<file path="src/rtl/mem_dump_unit.sv">
// Walks a range of data-memory words and streams each one to the UART transmitter, MSB byte first.
// Optional trailing XOR checksum byte when DUMP_CHECKSUM_EN is defined.
module mem_dump_unit #(
    parameter int ADDR_BUS  = 11,
    parameter int DATA_SIZE = 16
) (
    input  logic                 Clk,
    input  logic                 Reset,
    input  logic                 Start,
    input  logic [ADDR_BUS-1:0]  Start_Addr,
    input  logic [ADDR_BUS:0]    Count,
    output logic [ADDR_BUS-1:0]  Mem_Addr,
    output logic                 Mem_Rd,
    input  logic [DATA_SIZE-1:0] Mem_Data,
    output logic [7:0]           Tx_Data,
    output logic                 Tx_Start,
    input  logic                 Tx_Done,
    output logic                 Busy,
    output logic                 Done
);

`ifdef DUMP_CHECKSUM_EN
    typedef enum logic [3:0] {
        S_IDLE = 4'd0, S_RD_ADDR = 4'd1, S_LATCH = 4'd2, S_SEND_HI = 4'd3, S_WAIT_HI = 4'd4,
        S_SEND_LO = 4'd5, S_WAIT_LO = 4'd6, S_NEXT = 4'd7, S_DONE = 4'd8,
        S_CHK_SEND = 4'd9, S_CHK_WAIT = 4'd10
    } state_t;
    localparam state_t S_FINISH = S_CHK_SEND;
`else
    typedef enum logic [3:0] {
        S_IDLE = 4'd0, S_RD_ADDR = 4'd1, S_LATCH = 4'd2, S_SEND_HI = 4'd3, S_WAIT_HI = 4'd4,
        S_SEND_LO = 4'd5, S_WAIT_LO = 4'd6, S_NEXT = 4'd7, S_DONE = 4'd8
    } state_t;
    localparam state_t S_FINISH = S_DONE;
`endif

    localparam logic [ADDR_BUS:0]   CNT_ZERO = {(ADDR_BUS+1){1'b0}};
    localparam logic [ADDR_BUS:0]   CNT_ONE  = {{ADDR_BUS{1'b0}}, 1'b1};
    localparam logic [ADDR_BUS-1:0] ADDR_ONE = {{(ADDR_BUS-1){1'b0}}, 1'b1};

    state_t                state_q, state_d;
    logic [ADDR_BUS-1:0]   addr_q, addr_d;
    logic [ADDR_BUS:0]     remaining_q, remaining_d;
    logic [DATA_SIZE-1:0]  word_q, word_d;
    logic [ADDR_BUS-1:0]   mem_addr_q, mem_addr_d;
    logic                  mem_rd_q, mem_rd_d;
    logic [7:0]            tx_data_q, tx_data_d;
    logic                  tx_start_q, tx_start_d;
    logic                  busy_q, busy_d;
    logic                  done_q, done_d;
`ifdef DUMP_CHECKSUM_EN
    logic [7:0]            chk_q, chk_d;
`endif

    // State register
    always_ff @(posedge Clk) begin
        if (Reset) begin
            state_q <= S_IDLE;
        end else begin
            state_q <= state_d;
        end
    end

    // Next-state logic
    always_comb begin
        state_d = state_q;
        case (state_q)
            S_IDLE: begin
                if (Start) begin
                    state_d = (Count == CNT_ZERO) ? S_FINISH : S_RD_ADDR;
                end else begin
                    state_d = S_IDLE;
                end
            end
            S_RD_ADDR: state_d = S_LATCH;
            S_LATCH:   state_d = S_SEND_HI;
            S_SEND_HI: state_d = S_WAIT_HI;
            S_WAIT_HI: state_d = Tx_Done ? S_SEND_LO : S_WAIT_HI;
            S_SEND_LO: state_d = S_WAIT_LO;
            S_WAIT_LO: state_d = Tx_Done ? S_NEXT : S_WAIT_LO;
            S_NEXT:    state_d = (remaining_q == CNT_ONE) ? S_FINISH : S_RD_ADDR;
            S_DONE:    state_d = S_IDLE;
`ifdef DUMP_CHECKSUM_EN
            S_CHK_SEND: state_d = S_CHK_WAIT;
            S_CHK_WAIT: state_d = Tx_Done ? S_DONE : S_CHK_WAIT;
`endif
            default:   state_d = S_IDLE;
        endcase
    end

    // Address, word-count and captured-word datapath
    always_comb begin
        addr_d      = addr_q;
        remaining_d = remaining_q;
        word_d      = word_q;
        case (state_q)
            S_IDLE: begin
                if (Start) begin
                    addr_d      = Start_Addr;
                    remaining_d = Count;
                end else begin
                    addr_d      = addr_q;
                    remaining_d = remaining_q;
                end
            end
            S_LATCH: word_d = Mem_Data;
            S_NEXT: begin
                addr_d      = addr_q + ADDR_ONE;
                remaining_d = remaining_q - CNT_ONE;
            end
            default: word_d = word_q;
        endcase
    end

`ifdef DUMP_CHECKSUM_EN
    // Running XOR of every byte already handed to the transmitter
    always_comb begin
        chk_d = chk_q;
        if ((state_q == S_IDLE) && Start) begin
            chk_d = 8'h00;
        end else if ((state_q == S_SEND_HI) || (state_q == S_SEND_LO)) begin
            chk_d = chk_q ^ tx_data_q;
        end else begin
            chk_d = chk_q;
        end
    end
`endif

    // Outputs decoded from the next state so they can be registered without adding latency
    always_comb begin
        mem_rd_d   = (state_d == S_RD_ADDR) || (state_d == S_LATCH);
        mem_addr_d = (state_d == S_RD_ADDR) ? addr_d : mem_addr_q;
        busy_d     = (state_d != S_IDLE);
        done_d     = (state_d == S_DONE);
        tx_start_d = 1'b0;
        tx_data_d  = tx_data_q;
        case (state_d)
            S_SEND_HI: begin
                tx_start_d = 1'b1;
                tx_data_d  = word_d[DATA_SIZE-1 -: 8];
            end
            S_SEND_LO: begin
                tx_start_d = 1'b1;
                tx_data_d  = word_d[7:0];
            end
`ifdef DUMP_CHECKSUM_EN
            S_CHK_SEND: begin
                tx_start_d = 1'b1;
                tx_data_d  = chk_d;
            end
`endif
            default: begin
                tx_start_d = 1'b0;
                tx_data_d  = tx_data_q;
            end
        endcase
    end

    // Datapath and output registers
    always_ff @(posedge Clk) begin
        if (Reset) begin
            addr_q      <= {ADDR_BUS{1'b0}};
            remaining_q <= CNT_ZERO;
            word_q      <= {DATA_SIZE{1'b0}};
            mem_addr_q  <= {ADDR_BUS{1'b0}};
            mem_rd_q    <= 1'b0;
            tx_data_q   <= 8'h00;
            tx_start_q  <= 1'b0;
            busy_q      <= 1'b0;
            done_q      <= 1'b0;
`ifdef DUMP_CHECKSUM_EN
            chk_q       <= 8'h00;
`endif
        end else begin
            addr_q      <= addr_d;
            remaining_q <= remaining_d;
            word_q      <= word_d;
            mem_addr_q  <= mem_addr_d;
            mem_rd_q    <= mem_rd_d;
            tx_data_q   <= tx_data_d;
            tx_start_q  <= tx_start_d;
            busy_q      <= busy_d;
            done_q      <= done_d;
`ifdef DUMP_CHECKSUM_EN
            chk_q       <= chk_d;
`endif
        end
    end

    assign Mem_Addr = mem_addr_q;
    assign Mem_Rd   = mem_rd_q;
    assign Tx_Data  = tx_data_q;
    assign Tx_Start = tx_start_q;
    assign Busy     = busy_q;
    assign Done     = done_q;

endmodule

</file>
<file path="config.mk">
export PLATFORM = sky130hd
export DESIGN_NAME = mem_dump_unit
export DESIGN_NICKNAME = d
export VERILOG_FILES = /design/src/rtl/mem_dump_unit.sv
export SDC_FILE = /design/constraint.sdc
export NUM_CORES = 1
export LEC_CHECK = 0
export CAP_MARGIN = 20
export CELL_PAD_IN_SITES_DETAIL_PLACEMENT = 1
export CELL_PAD_IN_SITES_GLOBAL_PLACEMENT = 2
export CORE_MARGIN = 8
export CORE_UTILIZATION = 29
export CTS_CLUSTER_SIZE = 8
export DETAILED_ROUTE_END_ITERATION = 6
export PLACE_DENSITY_LB_ADDON = 0.1
export SYNTH_ARGS = -nofsm -noshare
export SYNTH_HDL_FRONTEND = slang
export SYNTH_SLANG_ARGS = --single-unit
</file>
<file path="constraint.sdc">
create_clock -name Clk -period 2.4 [get_ports Clk]
set_input_delay 0.48 -clock Clk [delete_from_list [all_inputs] [get_ports Clk]]
set_output_delay 0.48 -clock Clk [all_outputs]
set_load 0.02 [all_outputs]
</file>
==> results of run 1 <==
## registers in the layout, indices dropped and copies added, names as in the netlist
signal / flops
remaining_q: 12
Mem_Addr: 11
addr_q: 11
Tx_Data: 8
word_q: 8
state_q: 4
Busy: 1
Done: 1
Mem_Rd: 1
Tx_Start: 1
## worst min path at each step
stage | startpoint | endpoint | slack (ps) | depth (start not counted)
2_1_floorplan | word_q[1] | word_q[1] | 430 | 2
3_5_place_dp | word_q[5] | word_q[5] | 460 | 2
4_1_cts | word_q[5] | word_q[5] | 470 | 2
5_1_grt | word_q[5] | word_q[5] | 490 | 2
3_3_place_gp | word_q[6] | word_q[6] | 450 | 2
6_report | word_q[1] | word_q[1] | 460 | 2
## layer usage
metal / vias to the layer above / track usage (%) / share of wire, %
met5: - / 0 / 0
met4: 0 / 5.52 / 1.5
met3: 9 / 4.59 / 5.3
met2: 46 / 21.4 / 46
met1: 1218 / 15.8 / 47
li1: 1314 / - / -
## where the power goes
group,switching (mW),total [mW],internal (mW)
sequential,0.118,1.23,1.11
clock,0.393,0.871,0.479
combinational,0.518,0.971,0.453
total,1.03,3.07,2.04
## worst max-delay path: stages
cell	delay (ps)
clkdlybuf4s50_1	430
nor4_1	470
nand3_1	250
buf_4	200
a221oi_2	270
xor2_1	170
nor3_1	60
## logic make-up after synthesis
| kind of cell | count (synthesis) | synth area share, % |
|---|---|---|
| buffers and inverters | 28 | 6.33 |
| AO/OA/AOI/OAI | 91 | 24.8 |
| flip-flops | 58 | 41.1 |
| adder cells (fa/ha/maj) | 3 | 1.33 |
| XOR/XNOR | 3 | 0.930 |
| AND/OR/NAND/NOR | 141 | 25.6 |
## through the flow
step	util [%]	worst slack, ps	cells	power (mW)	area, um2
floorplan	-	642	324	1.87	2830
global placement	37.7	-98.8	515	2.22	3610
detailed placement	37.7	-87.8	515	2.23	3610
CTS	39.6	273	530	3.13	3800
global route	39.6	164	530	3.27	3800
finish	39.6	282	530	3.07	3800
## area by class of cell
cell class | instances | area share [%]
Tap cell | 133 | 4.38
Clock inverter | 2 | 0.263
Inverter | 4 | 0.395
Timing Repair Buffer | 82 | 20.7
Sequential cell | 58 | 30.5
Multi-Input combinational cell | 238 | 39.1
Clock buffer | 13 | 4.71
## Yosys cell counts, drive strengths merged, types with 2 or more instances
cell type | instances | area (um2)
a211oi | 13 | 143
a21o | 12 | 90.1
a21oi | 31 | 159
a221oi | 10 | 119
a22o | 3 | 35.0
a22oi | 2 | 15.0
a31oi | 3 | 18.8
and2 | 2 | 12.5
and3 | 7 | 43.8
and4 | 2 | 17.5
buf | 17 | 138
clkbuf | 7 | 26.3
dfxtp | 58 | 1160
ha | 3 | 37.5
inv | 4 | 15.0
nand2 | 47 | 176
nand3 | 8 | 40.0
nand4 | 3 | 18.8
nand4b | 2 | 32.5
nor2 | 38 | 143
nor3 | 12 | 70.1
nor3b | 3 | 27.5
nor4 | 10 | 90.1
o211ai | 2 | 15.0
o21ai | 7 | 35.0
or2 | 2 | 12.5
xor2 | 2 | 17.5
## layout by cell type (no fill, tap or decap), types with 2 or more instances in the layout
cell,synthesis,routed
nor3_1,10,10
a31oi_1,3,3
a221oi_1,5,5
nand3_1,8,8
and4_1,2,2
a22o_1,2,2
a21oi_1,30,30
a221oi_2,5,5
o21ai_0,7,7
a211oi_1,4,4
nor3b_1,2,2
clkinv_2,0,2
a211oi_2,9,9
nor3_2,2,2
nand2_1,47,47
nor4_1,7,7
and2_1,2,2
ha_1,3,3
buf_4,4,16
nor2_1,38,38
inv_1,4,4
a22oi_1,2,2
clkbuf_8,0,13
dfxtp_1,58,58
nand4_1,3,3
clkdlybuf4s50_1,0,64
nor4_2,2,2
and3_1,7,7
a21o_1,12,12
xor2_1,2,2
o211ai_1,2,2
==> results.toml, run 1 <==
[cells_and_area]
fillCellCount = 1151
seq_area_um2 = 1160
multi_input_area_um2 = 1490
syn_to_final_growth_pct = 34.6
drive_above_1_share_pct = 14.4
nNetsFinal = 439
diodes = 0

[drt]
wire_per_inst_um = 15.8
drt-total-wl_um = 8360
vias = 2587
dr.pass1.iters = 4
vias_per_cell = 4.88
drt_iter0_drc = 77
drtAntennaViolNets = 0
drc = 0

[yosys]
synth-async-reset-ratio_pct = 0
postSynthCellCount = 324
synthDistinctLibCells = 54
ys_seq_area_share_pct = 41.1
ys_ff_latch = 58
yosys_warnings = 0
syn_area_um2 = 2830
synth_edf_count = 0
syn_area_per_cell_um2 = 8.72
synthFlopType = "dfxtp_1"
synth_nets = 370

[critical_path]
crit_end = "Mem_Rd"
arrival_ps = 2340
timing.rr.end = "Busy"
rr_startpoint = "remaining_q[0]"
r2r_slack_ps = 370
ff2ff_path_depth = 5
startpoint_type = "input pin"
crit_required_ps = 2620
path_max_fanout = 2
crit_type = "input pin to register"
cp-end-kind = "register"
cp-startpoint = "Count[1]"

[global_route]
gr-total-overflow = 0
grt_pass1_wl_um = 13700
grt_start_max_net_pins = 41
first_global_vias = 2743
antenna_found_initial = 0
grt.total_usage_pct = 13.3

[power_and_ir_drop]
power.leakage_nw = 1.43
worst_ir_drop_vdd_mv = 0.295
p_per_area_nw_per_um2 = 807

[floorplanning]
die_area_um2 = 13200
die_x_um = 115
boundaryPins = 66
num_rows = 36
die_h_um = 115
start_util_pct = 29.4
core_um2 = 9590

[timing]
fmax_mhz = 472
finClkSkew_ps = 8.95
max-slew-margin-rel_pct = 61.1
finalMaxSlewViolations = 0
rsz0062_at_grt = "no"
fin_setup_tns_ps = 0
setup_viol = 0
hold_viol = 0
worst_pin_slew_ps = 583
whs_ps = 464
post-route-period-util_pct = 88.3
period_minus_slack_ps = 2120

[flow_run]
drv_cap = 0

[placed_design]
place.detailed.hpwl_um = 6050
routabilityCongestion = 0.682
io_buffer_count = 65

[outcome]
status = "completed"

[clock_tree]
htreeDepth = 3
post_cts_resize_count = 0
path_clk_slew_ps = 70
cts_tree = "built"
cts_setup_buffers = 0
ctsHoldBuffers = 0
cts.sinks = 58
cts_buffers = 9
cts_buffer_depth = 2
ctsRootBufferMaster = "clkbuf_8"
insertion_delay_ps = 340

[hold_path]
hp-class = "register to register"
No activity file was read; power rests on OpenSTA's default activity.
==> run 2, diff against run 1 <==
--- a/config.mk
+++ b/config.mk
@@ -8,7 +8,7 @@
 export CAP_MARGIN = 20
 export CELL_PAD_IN_SITES_DETAIL_PLACEMENT = 1
 export CELL_PAD_IN_SITES_GLOBAL_PLACEMENT = 2
-export CORE_MARGIN = 8
+export CORE_MARGIN = 5
 export CORE_UTILIZATION = 29
 export CTS_CLUSTER_SIZE = 8
 export DETAILED_ROUTE_END_ITERATION = 6
==> run 2 against run 1 <==
Routed wire length fell by 2.0%; critical endpoint unchanged; combinational power rose by 0.7%; count of clock-buffer cells in the layout fell by 2; hold slack barely moved; sequential power barely moved; register-to-register slack improved by 30 ps; clock skew rose by 2.7 ps.
==> results.toml, run 2 (synthesis results as in run 1) <==
[hold_path]
min_to = "word_q[1]"
hp-class = "register to register"
hold_depth = 2
min_from = "word_q[1]"

[floorplanning]
die_x_um = 109
die_area_um2 = 11800
core_um2 = 9640
start_util_pct = 29.3
num_rows = 36
die_h_um = 109
boundaryPins = 66

[critical_path]
crit_required_ps = 2620
path_max_fanout = 2
startpoint_type = "input pin"
arrival_ps = 2300
crit_type = "input pin to register"
ff2ff_path_depth = 6
cp-end-kind = "register"
timing.rr.end = "Busy"
r2r_slack_ps = 400
rr_startpoint = "remaining_q[1]"

[outcome]
status = "completed"

[power_and_ir_drop]
power.leakage_nw = 1.44
p_per_area_nw_per_um2 = 842
worst_ir_drop_vdd_mv = 0.379

[flow_run]
drv_cap = 0

[drt]
wire_per_inst_um = 15.4
drt_iter0_drc = 48
dr.pass1.iters = 4
drtAntennaViolNets = 0
drt-total-wl_um = 8190
drc = 0
vias = 2617
vias_per_cell = 4.93

[timing]
post-route-period-util_pct = 86.8
finalMaxSlewViolations = 0
worst_pin_slew_ps = 545
fmax_mhz = 480
max-slew-margin-rel_pct = 63.6
whs_ps = 464
hold_viol = 0
finClkSkew_ps = 11.6
period_minus_slack_ps = 2080
fin_ws_ps = 316
setup_viol = 0
rsz0062_at_grt = "no"

[clock_tree]
ctsRootBufferMaster = "clkbuf_8"
cts_tree = "built"
cts_setup_buffers = 0
insertion_delay_ps = 340
cts_buffers = 9
path_clk_slew_ps = 70
cts.sinks = 58
htreeDepth = 3
cts_buffer_depth = 2
post_cts_resize_count = 0
ctsHoldBuffers = 0

[global_route]
grt.total_usage_pct = 14.8
gr-total-overflow = 0
first_global_vias = 2722
antenna_found_initial = 0
grt_pass1_wl_um = 13700
grt_start_max_net_pins = 35

[cells_and_area]
mostFrequentLayoutCell = "clkdlybuf4s50_1"
diodes = 0
instances_no_fill = 531
largest-register = "remaining_q"
largest_register_ffs = 12
fin_area_um2 = 3830
syn_to_final_growth_pct = 35.7
nNetsFinal = 439
layout_common_cells = "64 x clkdlybuf4s50_1, 58 x dfxtp_1, 47 x nand2_1"
drive_above_1_share_pct = 14.3

[placed_design]
io_buffer_count = 65
place_ws_ps = -80.1
place.detailed.hpwl_um = 5950
dp.cells = 515
placed_cell_area_um2 = 3610
routabilityCongestion = 0.754
## run 2: layout make-up
type / instances / area, um2
multi-input cells: 238 / 1490
flip-flops and latches: 58 / 1160
inverters: 4 / 15.0
fillers: 1179 / 5810
clock buffers: 11 / 141
well taps: 133 / 166
clock inverters: 5 / 77.6
repair buffers: 82 / 786
## run 2: worst max path at each step
stage	to	from	cells after the start
after CTS	Mem_Rd	Count[0]	7
after global placement	Mem_Rd	Count[0]	7
after detailed placement	Mem_Rd	Count[0]	7
after global routing	Mem_Rd	Count[0]	7
after floorplan	Busy	remaining_q[0]	5
final	Mem_Rd	Count[1]	7
## run 2: stage by stage
stage / setup TNS [ps] / utilization (%) / power, mW
finish: 0 / 39.8 / 3.23
global placement: -765 / 37.5 / 2.23
CTS: 0 / 39.8 / 3.28
global route: 0 / 39.8 / 3.43
detailed placement: -385 / 37.5 / 2.24
floorplan: 0 / - / 1.87
## run 2: where the power goes
group	switching, mW	internal (mW)	total [mW]	leakage [nW]
logic	0.521	0.458	0.978	0.857
registers	0.122	1.11	1.23	0.475
clock network	0.409	0.610	1.02	0.109
total	1.05	2.17	3.23	1.44
## run 2: per-layer routing
| layer | vias up | wire [um] | global-route usage, % |
|---|---|---|---|
| li1 | 1312 | - | - |
| met1 | 1243 | 4040 | 19.5 |
| met2 | 53 | 3660 | 23.3 |
| met3 | 9 | 391 | 4.03 |
| met4 | 0 | 107 | 5.14 |
| met5 | - | 0 | 0 |
## run 2: worst max-delay path, cell delays in order
cell             delay [ps]
clkdlybuf4s50_1         440
nor4_1                  420
nand3_1                 240
buf_4                   200
a221oi_2                280
xor2_1                  180
nor3_1                   60
